## src/rtl/aes_pkg.sv

```systemverilog
`default_nettype none
// ============================================================================
// Module   : aes_pkg
// Brief    : Shared AES/GCM widths, GCTR controller state type and inc32.
// Revision : 1.0 - initial release
// ============================================================================
package aes_pkg;

    localparam int RND_SIZE = 128;
    localparam int WRD_SIZE = 32;
    localparam int CTR_SIZE = WRD_SIZE;

    typedef enum logic [2:0] {
        ST_IDLE      = 3'd0,
        ST_REQ_J0    = 3'd1,
        ST_WAIT_J0   = 3'd2,
        ST_WAIT_DATA = 3'd3,
        ST_REQ_CTR   = 3'd4,
        ST_WAIT_CTR  = 3'd5,
        ST_OUT       = 3'd6
    } gctr_state_e;

    // Only the low counter word rolls over; the IV part is never touched.
    function automatic logic [RND_SIZE-1:0] inc32(input logic [RND_SIZE-1:0] blk);
        return {blk[RND_SIZE-1:CTR_SIZE],
                blk[CTR_SIZE-1:0] + {{(CTR_SIZE-1){1'b0}}, 1'b1}};
    endfunction

endpackage
`default_nettype wire

```

## src/rtl/aes_gctr_ctrl_if.sv

```systemverilog
`default_nettype none
// ============================================================================
// Module   : aes_gctr_ctrl_if
// Brief    : Message, AES-core and output handshakes of the GCTR controller.
// Revision : 1.0 - initial release
// ============================================================================
interface aes_gctr_ctrl_if #(
    parameter int RND_SIZE = aes_pkg::RND_SIZE
);
    logic                i_start;
    logic [RND_SIZE-1:0] i_j0;
    logic                i_data_valid;
    logic [RND_SIZE-1:0] i_data;
    logic                i_data_last;
    logic                o_data_ready;
    logic                o_aes_en;
    logic [RND_SIZE-1:0] o_aes_msg;
    logic                i_aes_ready;
    logic                i_aes_valid;
    logic [RND_SIZE-1:0] i_aes_cypher;
    logic                o_valid;
    logic [RND_SIZE-1:0] o_data;
    logic                o_last;
    logic                i_ready;
    logic [RND_SIZE-1:0] o_ek_j0;
    logic                o_ek_j0_valid;
    logic                o_busy;

    // Controller side
    modport slave (
        input  i_start, i_j0, i_data_valid, i_data, i_data_last,
               i_aes_ready, i_aes_valid, i_aes_cypher, i_ready,
        output o_data_ready, o_aes_en, o_aes_msg, o_valid, o_data, o_last,
               o_ek_j0, o_ek_j0_valid, o_busy
    );

    // Surrounding logic side (message source, AES core, sink)
    modport master (
        output i_start, i_j0, i_data_valid, i_data, i_data_last,
               i_aes_ready, i_aes_valid, i_aes_cypher, i_ready,
        input  o_data_ready, o_aes_en, o_aes_msg, o_valid, o_data, o_last,
               o_ek_j0, o_ek_j0_valid, o_busy
    );
endinterface
`default_nettype wire

```

## src/rtl/aes_gctr_ctrl.sv

```systemverilog
`default_nettype none
// ============================================================================
// Module   : aes_gctr_ctrl
// Brief    : GCTR sequencer: E(K,J0), then one AES counter block per data block.
// Revision : 1.0 - initial release
// ============================================================================
module aes_gctr_ctrl #(
    parameter int RND_SIZE = aes_pkg::RND_SIZE,
    parameter int CTR_SIZE = aes_pkg::CTR_SIZE
) (
    input logic            clk,
    input logic            rst,
    aes_gctr_ctrl_if.slave bus
);
    import aes_pkg::*;

    gctr_state_e         state_q, state_d;
    logic [RND_SIZE-1:0] ctr_blk_q, ctr_blk_d;
    logic [RND_SIZE-1:0] data_q, data_d;
    logic                last_q, last_d;
    logic [RND_SIZE-1:0] out_data_q, out_data_d;
    logic                out_last_q, out_last_d;
    logic                out_valid_q, out_valid_d;
    logic [RND_SIZE-1:0] ek_j0_q, ek_j0_d;
    logic                ek_valid_q, ek_valid_d;
    logic [RND_SIZE-1:0] w_ctr_inc;
    logic                w_data_ready;

    generate
        if (RND_SIZE == aes_pkg::RND_SIZE && CTR_SIZE == aes_pkg::CTR_SIZE) begin : g_pkg_inc
            assign w_ctr_inc = inc32(ctr_blk_q);
        end else begin : g_param_inc
            assign w_ctr_inc = {ctr_blk_q[RND_SIZE-1:CTR_SIZE],
                                ctr_blk_q[CTR_SIZE-1:0] + {{(CTR_SIZE-1){1'b0}}, 1'b1}};
        end
    endgenerate

    // Ready is held off during the E(K,J0) pulse so the tag key leads the first block.
    assign w_data_ready = (state_q == ST_WAIT_DATA) && !ek_valid_q;

    always_comb begin
        state_d     = state_q;
        ctr_blk_d   = ctr_blk_q;
        data_d      = data_q;
        last_d      = last_q;
        out_data_d  = out_data_q;
        out_last_d  = out_last_q;
        out_valid_d = out_valid_q;
        ek_j0_d     = ek_j0_q;
        ek_valid_d  = 1'b0;
        case (state_q)
            ST_IDLE: begin
                if (bus.i_start) begin
                    ctr_blk_d = bus.i_j0;
                    state_d   = ST_REQ_J0;
                end
            end
            ST_REQ_J0: begin
                if (bus.i_aes_ready) state_d = ST_WAIT_J0;
            end
            ST_WAIT_J0: begin
                if (bus.i_aes_valid) begin
                    ek_j0_d    = bus.i_aes_cypher;
                    ek_valid_d = 1'b1;
                    ctr_blk_d  = w_ctr_inc;
                    state_d    = ST_WAIT_DATA;
                end
            end
            ST_WAIT_DATA: begin
                if (w_data_ready && bus.i_data_valid) begin
                    data_d  = bus.i_data;
                    last_d  = bus.i_data_last;
                    state_d = ST_REQ_CTR;
                end
            end
            ST_REQ_CTR: begin
                if (bus.i_aes_ready) state_d = ST_WAIT_CTR;
            end
            ST_WAIT_CTR: begin
                if (bus.i_aes_valid) begin
                    out_data_d  = data_q ^ bus.i_aes_cypher;
                    out_last_d  = last_q;
                    out_valid_d = 1'b1;
                    state_d     = ST_OUT;
                end
            end
            ST_OUT: begin
                if (bus.i_ready) begin
                    ctr_blk_d   = w_ctr_inc;
                    out_valid_d = 1'b0;
                    state_d     = out_last_q ? ST_IDLE : ST_WAIT_DATA;
                end
            end
            default: state_d = ST_IDLE;
        endcase
    end

    always_ff @(posedge clk) begin
        if (rst) begin
            state_q     <= ST_IDLE;
            ctr_blk_q   <= '0;
            data_q      <= '0;
            last_q      <= 1'b0;
            out_data_q  <= '0;
            out_last_q  <= 1'b0;
            out_valid_q <= 1'b0;
            ek_j0_q     <= '0;
            ek_valid_q  <= 1'b0;
        end else begin
            state_q     <= state_d;
            ctr_blk_q   <= ctr_blk_d;
            data_q      <= data_d;
            last_q      <= last_d;
            out_data_q  <= out_data_d;
            out_last_q  <= out_last_d;
            out_valid_q <= out_valid_d;
            ek_j0_q     <= ek_j0_d;
            ek_valid_q  <= ek_valid_d;
        end
    end

    // The request leaves the REQ_* state on the same edge, so this is a single-cycle pulse.
    assign bus.o_aes_en      = ((state_q == ST_REQ_J0) || (state_q == ST_REQ_CTR)) && bus.i_aes_ready;
    assign bus.o_aes_msg     = ctr_blk_q;
    assign bus.o_data_ready  = w_data_ready;
    assign bus.o_valid       = out_valid_q;
    assign bus.o_data        = out_data_q;
    assign bus.o_last        = out_last_q;
    assign bus.o_ek_j0       = ek_j0_q;
    assign bus.o_ek_j0_valid = ek_valid_q;
    assign bus.o_busy        = (state_q != ST_IDLE);

endmodule
`default_nettype wire

```

## src/flat_wrapper.sv

```systemverilog
// flat-port wrapper written by rule: the top's interface ports become plain ports
module aes_gctr_ctrl_flat import aes_pkg::*;
#(
    parameter int RND_SIZE = aes_pkg::RND_SIZE,
    parameter int CTR_SIZE = aes_pkg::CTR_SIZE
)
  (clk, rst, bus_i_start, bus_i_j0, bus_i_data_valid, bus_i_data, bus_i_data_last, bus_i_aes_ready, bus_i_aes_valid, bus_i_aes_cypher, bus_i_ready, bus_o_data_ready, bus_o_aes_en, bus_o_aes_msg, bus_o_valid, bus_o_data, bus_o_last, bus_o_ek_j0, bus_o_ek_j0_valid, bus_o_busy);
  aes_gctr_ctrl_if #(.RND_SIZE(RND_SIZE)) bus_i ();
  input logic clk;
  input logic rst;
  input wire logic [$bits(bus_i.i_start)-1:0] bus_i_start;
  input wire logic [$bits(bus_i.i_j0)-1:0] bus_i_j0;
  input wire logic [$bits(bus_i.i_data_valid)-1:0] bus_i_data_valid;
  input wire logic [$bits(bus_i.i_data)-1:0] bus_i_data;
  input wire logic [$bits(bus_i.i_data_last)-1:0] bus_i_data_last;
  input wire logic [$bits(bus_i.i_aes_ready)-1:0] bus_i_aes_ready;
  input wire logic [$bits(bus_i.i_aes_valid)-1:0] bus_i_aes_valid;
  input wire logic [$bits(bus_i.i_aes_cypher)-1:0] bus_i_aes_cypher;
  input wire logic [$bits(bus_i.i_ready)-1:0] bus_i_ready;
  output wire logic [$bits(bus_i.o_data_ready)-1:0] bus_o_data_ready;
  output wire logic [$bits(bus_i.o_aes_en)-1:0] bus_o_aes_en;
  output wire logic [$bits(bus_i.o_aes_msg)-1:0] bus_o_aes_msg;
  output wire logic [$bits(bus_i.o_valid)-1:0] bus_o_valid;
  output wire logic [$bits(bus_i.o_data)-1:0] bus_o_data;
  output wire logic [$bits(bus_i.o_last)-1:0] bus_o_last;
  output wire logic [$bits(bus_i.o_ek_j0)-1:0] bus_o_ek_j0;
  output wire logic [$bits(bus_i.o_ek_j0_valid)-1:0] bus_o_ek_j0_valid;
  output wire logic [$bits(bus_i.o_busy)-1:0] bus_o_busy;
  assign bus_i.i_start = bus_i_start;
  assign bus_i.i_j0 = bus_i_j0;
  assign bus_i.i_data_valid = bus_i_data_valid;
  assign bus_i.i_data = bus_i_data;
  assign bus_i.i_data_last = bus_i_data_last;
  assign bus_i.i_aes_ready = bus_i_aes_ready;
  assign bus_i.i_aes_valid = bus_i_aes_valid;
  assign bus_i.i_aes_cypher = bus_i_aes_cypher;
  assign bus_i.i_ready = bus_i_ready;
  assign bus_o_data_ready = bus_i.o_data_ready;
  assign bus_o_aes_en = bus_i.o_aes_en;
  assign bus_o_aes_msg = bus_i.o_aes_msg;
  assign bus_o_valid = bus_i.o_valid;
  assign bus_o_data = bus_i.o_data;
  assign bus_o_last = bus_i.o_last;
  assign bus_o_ek_j0 = bus_i.o_ek_j0;
  assign bus_o_ek_j0_valid = bus_i.o_ek_j0_valid;
  assign bus_o_busy = bus_i.o_busy;
  aes_gctr_ctrl #(.RND_SIZE(RND_SIZE), .CTR_SIZE(CTR_SIZE)) u_core (.clk(clk), .rst(rst), .bus(bus_i));
endmodule
```

## config.mk

```make
export PLATFORM = sky130hd
export DESIGN_NAME = aes_gctr_ctrl_flat
export DESIGN_NICKNAME = d
export VERILOG_FILES = /design/src/rtl/aes_pkg.sv /design/src/rtl/aes_gctr_ctrl_if.sv /design/src/rtl/aes_gctr_ctrl.sv /design/src/flat_wrapper.sv
export SDC_FILE = /design/constraint.sdc
export NUM_CORES = 1
export LEC_CHECK = 0
export BUFFER_PORTS_ARGS = -buffer_cell sky130_fd_sc_hd__buf_2
export CAP_MARGIN = 30
export CELL_PAD_IN_SITES_DETAIL_PLACEMENT = 0
export CELL_PAD_IN_SITES_GLOBAL_PLACEMENT = 1
export CORE_AREA = 5 5 299 301
export DETAILED_ROUTE_END_ITERATION = 16
export DIE_AREA = 0 0 304 306
export PLACE_DENSITY_LB_ADDON = 0.1
export SLEW_MARGIN = 20
export SYNTH_ARGS = -nofsm -noshare
export SYNTH_HDL_FRONTEND = slang
export SYNTH_SLANG_ARGS = --single-unit
```

## constraint.sdc

```tcl
create_clock -name clk -period 3.21 [get_ports clk]
set_input_delay 0.4815 -clock clk [delete_from_list [all_inputs] [get_ports clk]]
set_output_delay 0.4815 -clock clk [all_outputs]
set_load 0.01 [all_outputs]
```

# Yosys cells after proc, flatten, opt, wreduce, memory -nomap -nowiden
# Index checks and enable logic that the tools add are counted.
[totals]
regBits = 519
latchBits = 0
ramBits = 0
mem_bits_ro = 0
inputBits = 392
output_inout_bits = 390
wordCells = 61
memories = 0
[classes]
n_addsub = 1
mul = 0
div = 0
n_lt_le_gt_ge = 0
n_eq_ne = 13
shifts = 0
mux = 17
n_bitwise = 3
n_reduce_logical = 17
[ops]
columns = ["cell", "count"]
rows = [
  ["128-bit case mux with 3 select lines", 1],
  ["128-bit 2-to-1 mux", 1],
  ["128-bit bitwise XOR", 1],
  ["32-bit 2-to-1 mux", 2],
  ["32-bit by 1-bit adder with 32-bit output, second input constant", 1],
  ["3-bit 2-to-1 mux", 7],
  ["3-bit case mux with 7 select lines", 1],
  ["2-bit inequality test, second input constant", 7],
  ["3-bit == test, second input constant", 3],
  ["4-bit AND reduction", 2],
  ["7-bit AND reduction", 1],
  ["3-bit by 2-bit == test with 1-bit output, second input constant", 2],
  ["2-bit AND reduction", 3],
  ["3-bit nonzero test", 2],
  ["3-bit by 1-bit == test with 1-bit output, second input constant", 1],
  ["1-bit logical AND", 3],
  ["3-bit logical NOT", 1],
  ["1-bit 2-to-1 mux", 3],
  ["3-bit AND reduction", 1],
  ["2-bit 2-to-1 mux", 1],
  ["1-bit NOT", 2],
  ["1-bit case mux with 2 select lines", 1],
  ["2-bit nonzero test", 1],
  ["2-bit OR reduction", 1],
  ["other kinds (2)", 2],
]

# Logic depth before layout (Yosys ltp)
[depth]
ltp_word = 5
depth_mapped = 9
depth_no_buf = 6

# Least setup slack after synthesis
# OpenSTA, ideal clock, no wires.
[synth_path]
kind = "reg-to-reg"
from = "register u_core.state_q[1]"
to = "register u_core.data_q[100]"
setup_time_ps = 132
arrival_time_ps = 1827
required_time_ps = 3078
path_slack_ps = 1251
path_stages_with_launch = 8
path_buffers = 3
period_less_slack_ps = 1959
cell_sequence = "dfxtp_1 buf_2 nor4b_1 nand2_1 clkbuf_1 clkbuf_1 nand2_1 a21oi_1"
[synth_between]
elab_chain_cells = 4
[synth_rtl]
columns = ["element", "line_no", "text"]
rows = [
  ["from (decl)", "aes_gctr_ctrl.sv:17", "gctr_state_e state_q, state_d;"],
  ["from (signal assigned)", "aes_gctr_ctrl.sv:110", "state_q <= state_d;"],
  ["3-bit by 2-bit == test with 1-bit output", "aes_gctr_ctrl.sv:39", "assign w_data_ready = (state_q == ST_WAIT_DATA) && !ek_valid_q;"],
  ["1-bit logical AND", "aes_gctr_ctrl.sv:39", ""],
  ["net bus_o_data_ready", "flat_wrapper.sv:20", "output wire logic [$bits(bus_i.o_data_ready)-1:0] bus_o_data_ready;"],
  ["1-bit logical AND", "aes_gctr_ctrl.sv:70", "if (w_data_ready && bus.i_data_valid) begin"],
  ["2-bit AND reduction (no line)", "-", ""],
  ["to (signal assigned)", "aes_gctr_ctrl.sv:112", "data_q <= data_d;"],
  ["to (decl)", "aes_gctr_ctrl.sv:19", "logic [RND_SIZE-1:0] data_q, data_d;"],
]
# The timed path passes the listed nets, and every way through them passes these cells.
# A chain may end at the register's enable or synchronous reset.

# Worst setup path in the final report
[layout_path]
from = "register u_core.state_q[2]"
to = "register u_core.ctr_blk_q[23] (netlist: u_core.bus.o_aes_msg[23])"
[layout_between]
elab_chain_cells = 3
word_cells_on_any_way = 9
cone_classes = "5 x eq/ne; 1 x mux; 3 x reduce/logical"
[layout_rtl]
columns = ["element", "line_no", "text"]
rows = [
  ["3-bit == test, or another cell as far along", "aes_gctr_ctrl.sv:51", "case (state_q)"],
  ["2-bit inequality test (no line) / 3-bit nonzero test (equally long branches)", "-", ""],
  ["4-bit AND reduction (no line)", "-", ""],
  ["to (signal assigned)", "aes_gctr_ctrl.sv:111", "ctr_blk_q <= ctr_blk_d;"],
  ["to (decl)", "aes_gctr_ctrl.sv:18", "logic [RND_SIZE-1:0] ctr_blk_q, ctr_blk_d;"],
]
# Parallel ways exist; a longest one is shown, timed or not. The select of a mux whose other input is x is not followed.

==> metrics <==
run status completed; CP delay by family, top compound AO/OA/AOI/OAI gates; clock slew at reported path FFs 60 ps; routed vias 19291; global route overflow 0; Synthesis Warnings 0; starting density of the core 22.8%; Tcrit/Tclk final 80.9%; Post-Place Cell Area 0.0249 sq mm; Worst EP arrival 3060 ps; row count 108; die area 0.0930 sq mm; TritonCTS buffer count 66; Slowest cell on crit path dfxtp_1; sequential area share after synthesis 52.7%; nets 3514; insertion delay to the later sink of the worst-skew pair 580 ps; die outline height 306 um; Cell variety after synth 54; Setup crit end kind flip-flop; post-DR vias/cell 4.45; DP HPWL 64.3 mm; CP Data Required Time 3670 ps; setup violators final 0; P per Cell Area 578 mW/mm^2; share of the synthesized area in the top cell type 52.7%; Core Area 0.0863 sq mm; TNS Setup 0 ps; CP cell instances inv_1, a211o_1, nor2_4, buf_4, a211oi_1, a2111oi_0; max-slew violation count 0; total power 15.6 mW; CTS root buf clkbuf_16; DRC 0; synthesized area per cell 8.14 sq um; H-Tree Depth 3; area delta synth->final 37.1%; top cells by area, synth dfxtp_1 (53%), nand2_1 (14%), a21oi_1 (9.5%), xnor2_1 (5.7%), a211oi_1 (5.0%); largest net degree at the start of global routing 127; WL final 87.7 mm; # clock sinks 519; die span in x 304 um; EDFF count, synth 0; number of global-route vias before repair 19129; GRT Total Usage 17.9%; most common cell in the netlist nand2_1; Finished Cell Area 0.0270 sq mm; io pins 782; worst path bufs/invs 2; Leak 10.8 nW; CTS tree done; count of buffers from port buffering 781; post-CTS sizing 0; antenna violations before repair 38; fmax 0.385 GHz; dominant cell type by area after synthesis dfxtp_1; share of layout cells above drive strength 1 29.3%; global-route wire length before repair 128 mm; Hold Path Class in2reg; post-CTS setup buffers 0; max-cap check violation count 0; WS Path Type reg2reg; first-pass iteration count of the detailed router 7; main flop type after synthesis dfxtp_1; register bit total from synthesis 519; Slew Limit Headroom 48.3%; top post-synthesis cells by count nand2_1 (754), dfxtp_1 (519), a21oi_1 (376), nor2_1 (161), clkbuf_1 (138); crit start category flip-flop; CP max FO 29; hold-fix buffer count after cts 0; post-synthesis cell area 0.0197 sq mm; Max stage delay on crit path 650 ps; Synth async-reset ratio 0%; GPL Wtd Cong 0.833; Initial DRC Count 1059; min cycle time layout 2600 ps; RSZ-0062 raised after global routing false; final clock skew 25.4 ps; synthesized instance count 2422; DRT antenna net count 0; final hold slack 123 ps; Synthesized Nets 2815; DR WL/cell 20.2 um; Max IR drop VDD 0.000349 V; clk buf depth 3; worst slew pin tran 775 ps; Fin. Hold Viols 0
-- flip-flops by register name, summed over array words and instances, names as in the netlist --
signal / cells
u_core.bus.o_last: 1
u_core.bus.o_aes_msg: 128
u_core.bus.o_valid: 1
u_core.last_q: 1
u_core.bus.o_ek_j0: 128
u_core.bus.o_data: 128
u_core.data_q: 128
u_core.bus.o_ek_j0_valid: 1
u_core.state_q: 3
-- through the flow --
step / utilization, % / worst slack, ps / std cells
final: 31.3 / 612 / 4336
after global routing: 31.3 / 334 / 4327
after CTS: 31.2 / 566 / 4318
after detailed placement: 28.8 / 637 / 4208
after global placement: 28.8 / 674 / 4208
after floorplan: - / 1250 / 2422
-- cell type report --
| class | count | area [sq um] |
|---|---|---|
| Clock buffer | 99 | 1970 |
| Tap cell | 1155 | 1450 |
| Clock inverter | 11 | 103 |
| Fill cell | 9426 | 59300 |
| Multi-Input combinational cell | 1714 | 8620 |
| Antenna cell | 18 | 45.0 |
| Inverter | 4 | 15.0 |
| Timing Repair Buffer | 816 | 4430 |
| Sequential cell | 519 | 10400 |
-- kinds of logic after synthesis --
group / after synthesis / share of synthesized area [%]
mux: 4 / 0.210
simple gates: 988 / 19.7
xor+xnor: 129 / 5.73
buf+inv: 189 / 3.86
flops: 519 / 52.7
compound gates: 592 / 17.7
fa+ha+maj: 1 / 0.0635
-- routing by layer --
metal | GRT usage (%) | vias up | share of wire [%]
met5 | 0 | - | 0.25
met3 | 6.19 | 171 | 8.1
met4 | 6.28 | 32 | 3.4
met2 | 31.6 | 628 | 50
li1 | - | 9510 | -
met1 | 20.1 | 8950 | 38
-- final timing paths --
path                            start                  endpoint  slack (ps)  cells after the start
max                 u_core.state_q[2]  u_core.bus.o_aes_msg[23]         610                      6
min                      bus_i_j0[74]  u_core.bus.o_aes_msg[74]         120                      3
max reg2reg         u_core.state_q[2]  u_core.bus.o_aes_msg[23]         610                      6
min reg2reg  u_core.bus.o_aes_msg[67]  u_core.bus.o_aes_msg[67]         450                      2
-- worst register-to-register path, delay by kind of cell (launching register included) --
family	cells	cell delay (ps)
AO/OA/AOI/OAI	3	990
flip-flops	1	650
AND/OR/NAND/NOR	1	220
buffers and inverters	2	620
-- placed cells by master (no fill, tap or decap), types with 4 or more instances in the layout --
cell type and n:
and3_1 5, nand4_1 14, clkbuf_1 15, a211oi_1 132
nor3_1 8, buf_12 20, a311oi_1 4, a32o_1 4
clkbuf_8 17, a31oi_1 11, or3_1 7, nor2_1 160
diode_2 18, buf_4 15, a21oi_1 376, o21ai_0 22
clkbuf_16 67, dfxtp_1 519, o31ai_1 7, nand3_1 17
buf_2 780, inv_1 4, nand2_1 752, clkinv_2 5
a21o_1 7, xnor2_1 129
-- where the power goes --
part	internal (mW)	switching, mW
clock	4.23	2.93
combinational	0.634	0.988
sequential	6.67	0.175
Power figures use the tool's default switching activity.
